===== src/rtl/if_fetch_unit.sv =====
// Purpose: instruction-fetch front end; owns the PC, issues single-outstanding imem reads,
//          buffers one fetched instruction (+PC+2) for the IF/ID register, squashes wrong-path data.
// Latency: issue -> response (1..N cycles) -> buffered; at best one instruction every 2 cycles.
// Backpressure: stall/Stall_DM hold the buffered instruction and block the next request;
//               an empty buffer presents a NOP bubble with fetch_busy=1.
//
// Ports:
//   clk, rst_n                 clock (rising edge), asynchronous active-low reset
//   stall, Stall_DM            IF/ID hold requests; accept = neither asserted
//   branch_taken/target        one-cycle redirect pulse and new PC
//   imem_req/addr              one-cycle request pulse and fetch address
//   imem_rdata/valid           returned instruction and its valid strobe
//   instruction, PC_inc        IF/ID write-side data (NOP when empty)
//   fetch_busy                 output buffer empty
//
// Optional: define IF_FETCH_HALT_DETECT_EN to stop fetching after an instruction whose
// opcode [15:12] equals HALT_OP; only reset or a redirect resumes fetching.

module if_fetch_unit #(
    parameter logic [15:0] RESET_PC = 16'h0000,
    parameter logic [15:0] NOP_INS  = 16'h0800,
    parameter logic [3:0]  HALT_OP  = 4'hF
) (
    input  logic        clk,
    input  logic        rst_n,
    input  logic        stall,
    input  logic        Stall_DM,
    input  logic        branch_taken,
    input  logic [15:0] branch_target,
    output logic        imem_req,
    output logic [15:0] imem_addr,
    input  logic [15:0] imem_rdata,
    input  logic        imem_valid,
    output logic [15:0] instruction,
    output logic [15:0] PC_inc,
    output logic        fetch_busy
);

`ifdef IF_FETCH_HALT_DETECT_EN
    localparam bit HALT_EN = 1'b1;
`else
    // Halt opcode is an ordinary instruction; S_HALT is never entered.
    localparam bit HALT_EN = 1'b0;
`endif

    typedef enum logic [1:0] {
        S_IDLE  = 2'd0,
        S_ISSUE = 2'd1,
        S_WAIT  = 2'd2,
        S_HALT  = 2'd3
    } state_t;

    state_t      state, state_n;
    logic [15:0] pc, pc_n;
    logic [15:0] buf_ins, buf_ins_n;
    logic [15:0] buf_pc_inc, buf_pc_inc_n;
    logic        buf_v, buf_v_n;
    logic        squash, squash_n;
    logic        accept;
    logic        halt_hit;
    logic [15:0] pc_plus2;

    assign accept   = ~stall & ~Stall_DM;
    assign pc_plus2 = pc + 16'd2;   // wraps modulo 2^16
    assign halt_hit = HALT_EN && (imem_rdata[15:12] == HALT_OP);

    always_comb begin
        state_n      = state;
        pc_n         = pc;
        buf_ins_n    = buf_ins;
        buf_pc_inc_n = buf_pc_inc;
        buf_v_n      = buf_v;
        squash_n     = squash;
        imem_req     = 1'b0;
        imem_addr    = pc;

        // IF/ID takes the held instruction on every accept cycle.
        if (accept) begin
            buf_v_n = 1'b0;
        end

        case (state)
            S_IDLE: begin
                state_n = S_ISSUE;
            end
            S_ISSUE: begin
                // A held instruction that IF/ID is not taking blocks the next fetch,
                // since the buffer must be free when the response lands.
                if (!(buf_v && !accept)) begin
                    imem_req = 1'b1;
                    state_n  = S_WAIT;
                end
            end
            S_WAIT: begin
                if (imem_valid) begin
                    state_n = S_ISSUE;
                    if (squash) begin
                        squash_n = 1'b0;
                    end else begin
                        buf_ins_n    = imem_rdata;
                        buf_pc_inc_n = pc_plus2;
                        buf_v_n      = 1'b1;
                        pc_n         = pc_plus2;
                        if (halt_hit) begin
                            pc_n    = pc;
                            state_n = S_HALT;
                        end
                    end
                end
            end
            S_HALT: begin
                state_n = S_HALT;
            end
            default: begin
                state_n = S_IDLE;
            end
        endcase

        // Redirect overrides everything above, including a same-cycle load.
        if (branch_taken) begin
            pc_n         = branch_target;
            buf_v_n      = 1'b0;
            buf_ins_n    = buf_ins;
            buf_pc_inc_n = buf_pc_inc;
            case (state)
                S_WAIT: begin
                    if (imem_valid) begin
                        // Wrong-path response consumed right now; nothing left to drop.
                        squash_n = 1'b0;
                        state_n  = S_ISSUE;
                    end else begin
                        squash_n = 1'b1;
                    end
                end
                S_ISSUE: begin
                    // Request going out this cycle is to the old PC.
                    if (imem_req) begin
                        squash_n = 1'b1;
                    end
                end
                S_HALT: begin
                    state_n = S_ISSUE;
                end
                default: begin
                end
            endcase
        end
    end

    always_ff @(posedge clk or negedge rst_n) begin
        if (!rst_n) begin
            state      <= S_IDLE;
            pc         <= RESET_PC;
            buf_ins    <= NOP_INS;
            buf_pc_inc <= 16'h0000;
            buf_v      <= 1'b0;
            squash     <= 1'b0;
        end else begin
            state      <= state_n;
            pc         <= pc_n;
            buf_ins    <= buf_ins_n;
            buf_pc_inc <= buf_pc_inc_n;
            buf_v      <= buf_v_n;
            squash     <= squash_n;
        end
    end

    assign instruction = buf_v ? buf_ins : NOP_INS;
    assign PC_inc      = buf_pc_inc;
    assign fetch_busy  = ~buf_v;

endmodule


===== config.mk =====
export PLATFORM = sky130hd
export DESIGN_NAME = if_fetch_unit
export DESIGN_NICKNAME = d
export VERILOG_FILES = /design/src/rtl/if_fetch_unit.sv
export SDC_FILE = /design/constraint.sdc
export NUM_CORES = 1
export LEC_CHECK = 0
export CORE_ASPECT_RATIO = 1.25
export CORE_UTILIZATION = 43
export CTS_BUF_LIST = sky130_fd_sc_hd__clkbuf_8
export CTS_CLUSTER_DIAMETER = 200
export CTS_CLUSTER_SIZE = 20
export DETAILED_ROUTE_END_ITERATION = 8
export HOLD_SLACK_MARGIN = 0.1
export PLACE_DENSITY = 0.84
export SLEW_MARGIN = 25
export SYNTH_ARGS = -nofsm -noshare
export SYNTH_HDL_FRONTEND = slang
export SYNTH_SLANG_ARGS = --single-unit

===== constraint.sdc =====
create_clock -name clk -period 1.5 [get_ports clk]
set_input_delay 0.225 -clock clk [delete_from_list [all_inputs] [get_ports clk]]
set_output_delay 0.225 -clock clk [all_outputs]
set_load 0.005 [all_outputs]

==> metrics, run 1 <==
Synth cell types 42; fin. max-slew vios 0; Worst setup SP type register; post-synthesis sequential area ratio 47.3%; crit path max-delay cell type dfrtp_1; worst hold slack 0.446 ns; Initial Util 44.6%; Mapped Cells 300; Final Critical Period 1.72 ns; Fill cells 322; commonest non-fill, non-tap cell in the layout buf_4; Worst Clk Skew 0.00867 ns; RSZ-0062 raised after global routing yes; largest net degree at the start of global routing 53; All-Layer GR Usage 29.8%; die extent in x 73.6 µm; Post-DRT Antenna Nets 0; via count 3090; number of global-route vias before repair 2977; # Max-Cap Violations 0; chip height 91.5 µm; Area contributors post-synth dfrtp_1 46%, nand2_1 13%, xnor2_1 6.7%; CP cell instances inv_2 -> ha_4 -> nand3b_4 -> buf_6 -> buf_8 -> buf_6 -> nand2_4 -> o21ai_2 -> a211o_1; HP Class in2async; # port buffers 87; top cell type by total area after synthesis dfrtp_1; final hold vios 0; CTS Sinks 52; CTS tree built; most frequent cells in the layout 56 x buf_4, 51 x clkdlybuf4s50_1, 42 x dfrtp_1; drt pass-1 iters 5; Wirelength per Cell 20.7 µm; RePlAce Congestion 0.878; Boundary Pins 88; wire length of the first global-routing pass 15.0 mm; CP max stage delay 0.43 ns; async set or reset register ratio after synthesis 100%; max frequency 583 MHz; data required time of the critical path 1.70 ns; Area growth, synth to finish 83.5%; clk root buf clkbuf_8; Worst Path Arrival 1.91 ns; Core Box Area 6170 µm²; later-pin clock latency in the skew report 0.31 ns; initial antenna violation count 0; Clock Tree Buf Depth 2; Storage cell area 1310 µm²; Final Routed Wirelength 11.3 mm; violated checks setup timing; H-tree lvl count 2; fraction of layout cells with a size suffix above 1 46.9%; Peak supply drop 0.000745 V; Leak 2.48 nW; Cell Pwr Density 1120 nW/µm²; type of destination of the critical path register; synth warn 0; CTS buffer count 5; CP Class reg2reg; critical path's top delay family buffers and inverters; clock slew at reported path FFs 0.09 ns; Post-synth EDFFs 0; Synth Register Bits 52; synthesized cell area 2750 µm²; Total Power 0.00567 W; # diodes 0; Primary FF master, synth dfrtp_1; final setup violation count 46; vias per inst 5.64; normalized max-slew margin 71.2%; HPWL after DPL 5.08 mm; post-synth top area share 46.4%; fin crit share 114%; total grt overflow 0; Rows 32; Slew @ Worst Pin 0.428 ns; Worst R2R Setup Slack -0.22 ns; area occupied by multi-input gates 1810 µm²; CP most frequent cell buf_6; drt initial violations 240; Crit Path Max Fanout 4; TNS Setup -5.12 ns; Synthesized Nets 343; final worst slack -0.215 ns; DRC violations left 0; CP Buf/Inv Count 4; die area 6730 µm²; syn avg cell area 9.18 µm²; status complete, but fails checks; nets@finish 505
[worst register-to-register path: stages, from the launching register on]
cell and delay (ns):
dfrtp_1 0.43, inv_2 0.10, ha_4 0.16, nand3b_4 0.11, buf_6 0.15, buf_8 0.12
buf_6 0.12, nand2_4 0.06, o21ai_2 0.06, a211o_1 0.29
[area by class of cell]
class,instances,share of cell area (%)
Clock buffer,5,1.36
Clock inverter,3,0.768
Inverter,6,0.446
Multi-Input combinational cell,225,35.8
Sequential cell,52,26.0
Tap cell,85,2.11
Timing Repair Buffer,172,33.6
[cell usage after synthesis, types with 4 or more instances]
cell type  count
dfrtp_1       51
nor2_1         9
inv_1          6
xnor2_1       21
buf_2          5
and2_1        16
nand2_1       94
o21ai_0       26
ha_1           5
buf_6          4
nor3_1         7
o21ai_1        6
[repair_timing]
action	CTS	global route
pin swaps	42	50
resized for setup	108	138
gates cloned	8	3
setup buffers	30	19
hold endpoints to repair	51	0
endpoints found under the setup margin	71	71
hold buffers	1	0
[through the flow]
| step | cells | worst slack (ns) | instance area, µm² | util [%] |
|---|---|---|---|---|
| finish | 548 | -0.215 | 5050 | 81.9 |
| global route | 548 | -0.246 | 5050 | 81.9 |
| CTS | 530 | -0.220 | 4610 | 74.7 |
| detailed placement | 483 | -0.277 | 3890 | 63.1 |
| global placement | 483 | -0.268 | 3890 | 63.1 |
| floorplan | 300 | -0.0376 | 2780 | - |
[metal layers]
metal	GRT usage (%)	vias up	routed length [µm]
li1	-	1310	-
met1	34.7	1526	4280
met2	51.6	201	5940
met3	4.99	53	672
met4	14.3	0	455
met5	0	-	0
[where the power goes]
part           internal, W  switching [W]  total, W  leakage (nW)
Combinational      0.00135        0.00109   0.00244          1.77
Sequential         0.00187       0.000413   0.00228         0.650
Clock             0.000489       0.000465  0.000954        0.0593
Total              0.00370        0.00197   0.00567          2.48
[cells by family after synthesis]
group,after synthesis,share of synthesized area [%]
mux,2,0.773
fa+ha+maj,5,2.27
flops,52,47.3
xor+xnor,24,7.64
simple gates,153,29.0
compound gates,40,7.86
buf+inv,24,5.09
[sequential cells by signal, summed over array words and instances (netlist names)]
register / cells
squash: 1
buf_v: 1
state: 2
buf_ins: 16
imem_addr: 16
PC_inc: 16
[worst paths after layout]
check	depth (start not counted)	endpoint	start
min in group clk	3	buf_ins[4]	imem_rdata[4]
max in group asynchronous	3	buf_ins[11]	rst_n
worst max register to register	9	imem_addr[13]	state[0]
worst min register to register	2	buf_ins[3]	buf_ins[3]
worst min-delay path	3	buf_ins[3]	rst_n
worst max-delay path	9	imem_addr[13]	state[0]
(Power assumes the default switching activity.)
==> run 2: changes to the inputs <==
--- a/config.mk
+++ b/config.mk
@@ -5,6 +5,7 @@
 export SDC_FILE = /design/constraint.sdc
 export NUM_CORES = 1
 export LEC_CHECK = 0
+export CAP_MARGIN = 10
 export CORE_ASPECT_RATIO = 1.25
 export CORE_UTILIZATION = 43
 export CTS_BUF_LIST = sky130_fd_sc_hd__clkbuf_8
==> results of run 2 <==
Same layout as run 1: the final DEF is identical, and so are final timing and power.
==> run 3: changes to the inputs <==
==> constraint.sdc (replaced) <==
create_clock -name clk -period 1.5 [get_ports clk]
set_input_delay 0.225 -clock clk [delete_from_list [all_inputs] [get_ports clk]]
set_output_delay 0.225 -clock clk [all_outputs]
set_load 0.1 [all_outputs]
==> run 3 against run 2 <==
Net effect: the flow still finishes with violations (setup timing); cell count is 5.1% lower; die area stayed put; global-route usage is 4.7 points higher; register-to-register slack barely moved; sequential power is 13% higher; setup slack improved by 0.0065 ns; combinational power up 98%; clock skew increased by 0.0083 ns; power is 49% higher.
==> metrics, run 3 (synthesis results as in run 1) <==
chip height 91.5 µm; via count 3000; Worst Path Arrival 1.89 ns; total grt overflow 0; data required time of the critical path 1.68 ns; type of destination of the critical path register; All-Layer GR Usage 34.5%; largest net degree at the start of global routing 37; max frequency 585 MHz; CP cell instances ha_4 -> nand3_4 -> nor4_4 -> xnor2_1 -> o21ai_1; violated checks setup timing; Core Box Area 6170 µm²; crit path max-delay cell type dfrtp_4; wire length of the first global-routing pass 17.0 mm; RePlAce Congestion 0.810; # port buffers 87; commonest non-fill, non-tap cell in the layout buf_12; drt initial violations 250; worst hold slack 0.413 ns; Leak 2.43 nW; final setup violation count 49; Worst setup SP type register; DP Cell Count 479; nets@finish 477; Boundary Pins 88; clk root buf clkbuf_8; Area growth, synth to finish 101%; normalized max-slew margin 69.8%; switching share of power 47.8%; Post-DRT Antenna Nets 0; Rows 32; Crit Path Max Fanout 5; non-filler cells, final 520; crit path from imem_addr[2]; CP max stage delay 0.47 ns; drt pass-1 iters 4; Reg power frac 30.4%; Placement Setup Slack -0.342 ns; # diodes 0; Combinational Power Share 57.1%; number of global-route vias before repair 3126; CP Class reg2reg; Fill cells 237; later-pin clock latency in the skew report 0.32 ns; HPWL after DPL 5.90 mm; HP Class in2async; area occupied by multi-input gates 1920 µm²; die extent in x 73.6 µm; vias per inst 5.77; fin crit share 114%; Cell Pwr Density 1520 nW/µm²; R2R Path Start imem_addr[2]; CTS Sinks 52; status complete, but fails checks; initial antenna violation count 0; Worst Clk Skew 0.0170 ns; RSZ-0062 raised after global routing yes; H-tree lvl count 2; DRC violations left 0; Slew @ Worst Pin 0.453 ns; Storage cell area 1350 µm²; Initial Util 44.6%; most frequent cells in the layout 54 x buf_12, 40 x nand2_1, 37 x dfrtp_1; utilization after layout 89.9%; fin. max-slew vios 0; # Max-Cap Violations 0; Peak supply drop 0.00119 V; die area 6730 µm²; Final Routed Wirelength 12.2 mm; Wirelength per Cell 23.5 µm; clock slew at reported path FFs 0.10 ns; switching power 0.00404 W; Final Critical Period 1.71 ns; Clock Tree Buf Depth 2; fraction of layout cells with a size suffix above 1 57.2%; Clock Power Share 12.5%; CTS buffer count 5; final worst slack -0.209 ns; final hold vios 0; CTS tree built; internal power 0.00441 W
[run 3: changes by cell type in the layout (fill, tap and decap cells not counted), moves of 14 or more]
cell | before | now
buf_12 | 5 | 54
buf_4 | 56 | 33
and2_1 | 15 | 0
and2_4 | 1 | 16
clkdlybuf4s50_1 | 51 | 36
clkbuf_2 | 14 | 0
[run 3: layout make-up]
| type | count | area share, % |
|---|---|---|
| timing repair buffer | 143 | 36.5 |
| multi-input combinational | 226 | 34.6 |
| sequential | 52 | 24.3 |
| tap | 85 | 1.92 |
| clock buffer | 6 | 1.49 |
| clock inverter | 2 | 0.700 |
| inverter | 6 | 0.451 |
[run 3: worst paths after layout]
path	endpoint	slack (ns)	cells past startpoint
worst max register to register	imem_addr[9]	-0.21	5
max in group asynchronous	buf_ins[11]	0.49	3
worst max-delay path	imem_addr[9]	-0.21	5
worst min-delay path	PC_inc[8]	0.41	2
worst min register to register	buf_ins[11]	0.53	2
min in group clk	imem_addr[12]	0.46	3
[run 3: critical path: cells and delay by family, from the launching register on]
family / cells / cell delay [ns]
simple gates: 2 / 0.53
fa+ha+maj: 1 / 0.20
xor+xnor: 1 / 0.24
flops: 1 / 0.47
compound gates: 1 / 0.15
[run 3: repair_timing]
action                                  CTS  global route
setup buffers                            17             9
endpoints found under the setup margin   45            61
hold endpoints to repair                 16             0
gates resized for setup                  79            97
hold buffers                              1             0
cloned                                    7             2
pin swaps                                34            37
[run 3: through the flow]
| stage | setup TNS (ns) | total power, W | cell area [µm²] |
|---|---|---|---|
| 6_report | -4.66 | 0.00845 | 5540 |
| 5_1_grt | -6.70 | 0.00869 | 5540 |
| 4_1_cts | -2.75 | 0.00774 | 5140 |
| 3_5_place_dp | -10.35 | 0.00622 | 4470 |
| 3_3_place_gp | -7.63 | 0.00608 | 4470 |
| 2_1_floorplan | -2.20 | 0.00463 | 2940 |
[run 3: power groups by stage]
stage	combinational, W	sequential [W]	clock (W)
2_1_floorplan	0.00104	0.00359	0
3_3_place_gp	0.00378	0.00230	0
3_5_place_dp	0.00389	0.00233	0
4_1_cts	0.00432	0.00238	0.00105
5_1_grt	0.00498	0.00260	0.00112
6_report	0.00482	0.00257	0.00106
[run 3: routing by layer]
layer	wire, µm	vias up	track usage [%]
li1	-	1261	-
met1	4500	1513	39.0
met2	6330	170	58.8
met3	644	56	7.21
met4	729	0	19.6
met5	0	-	0
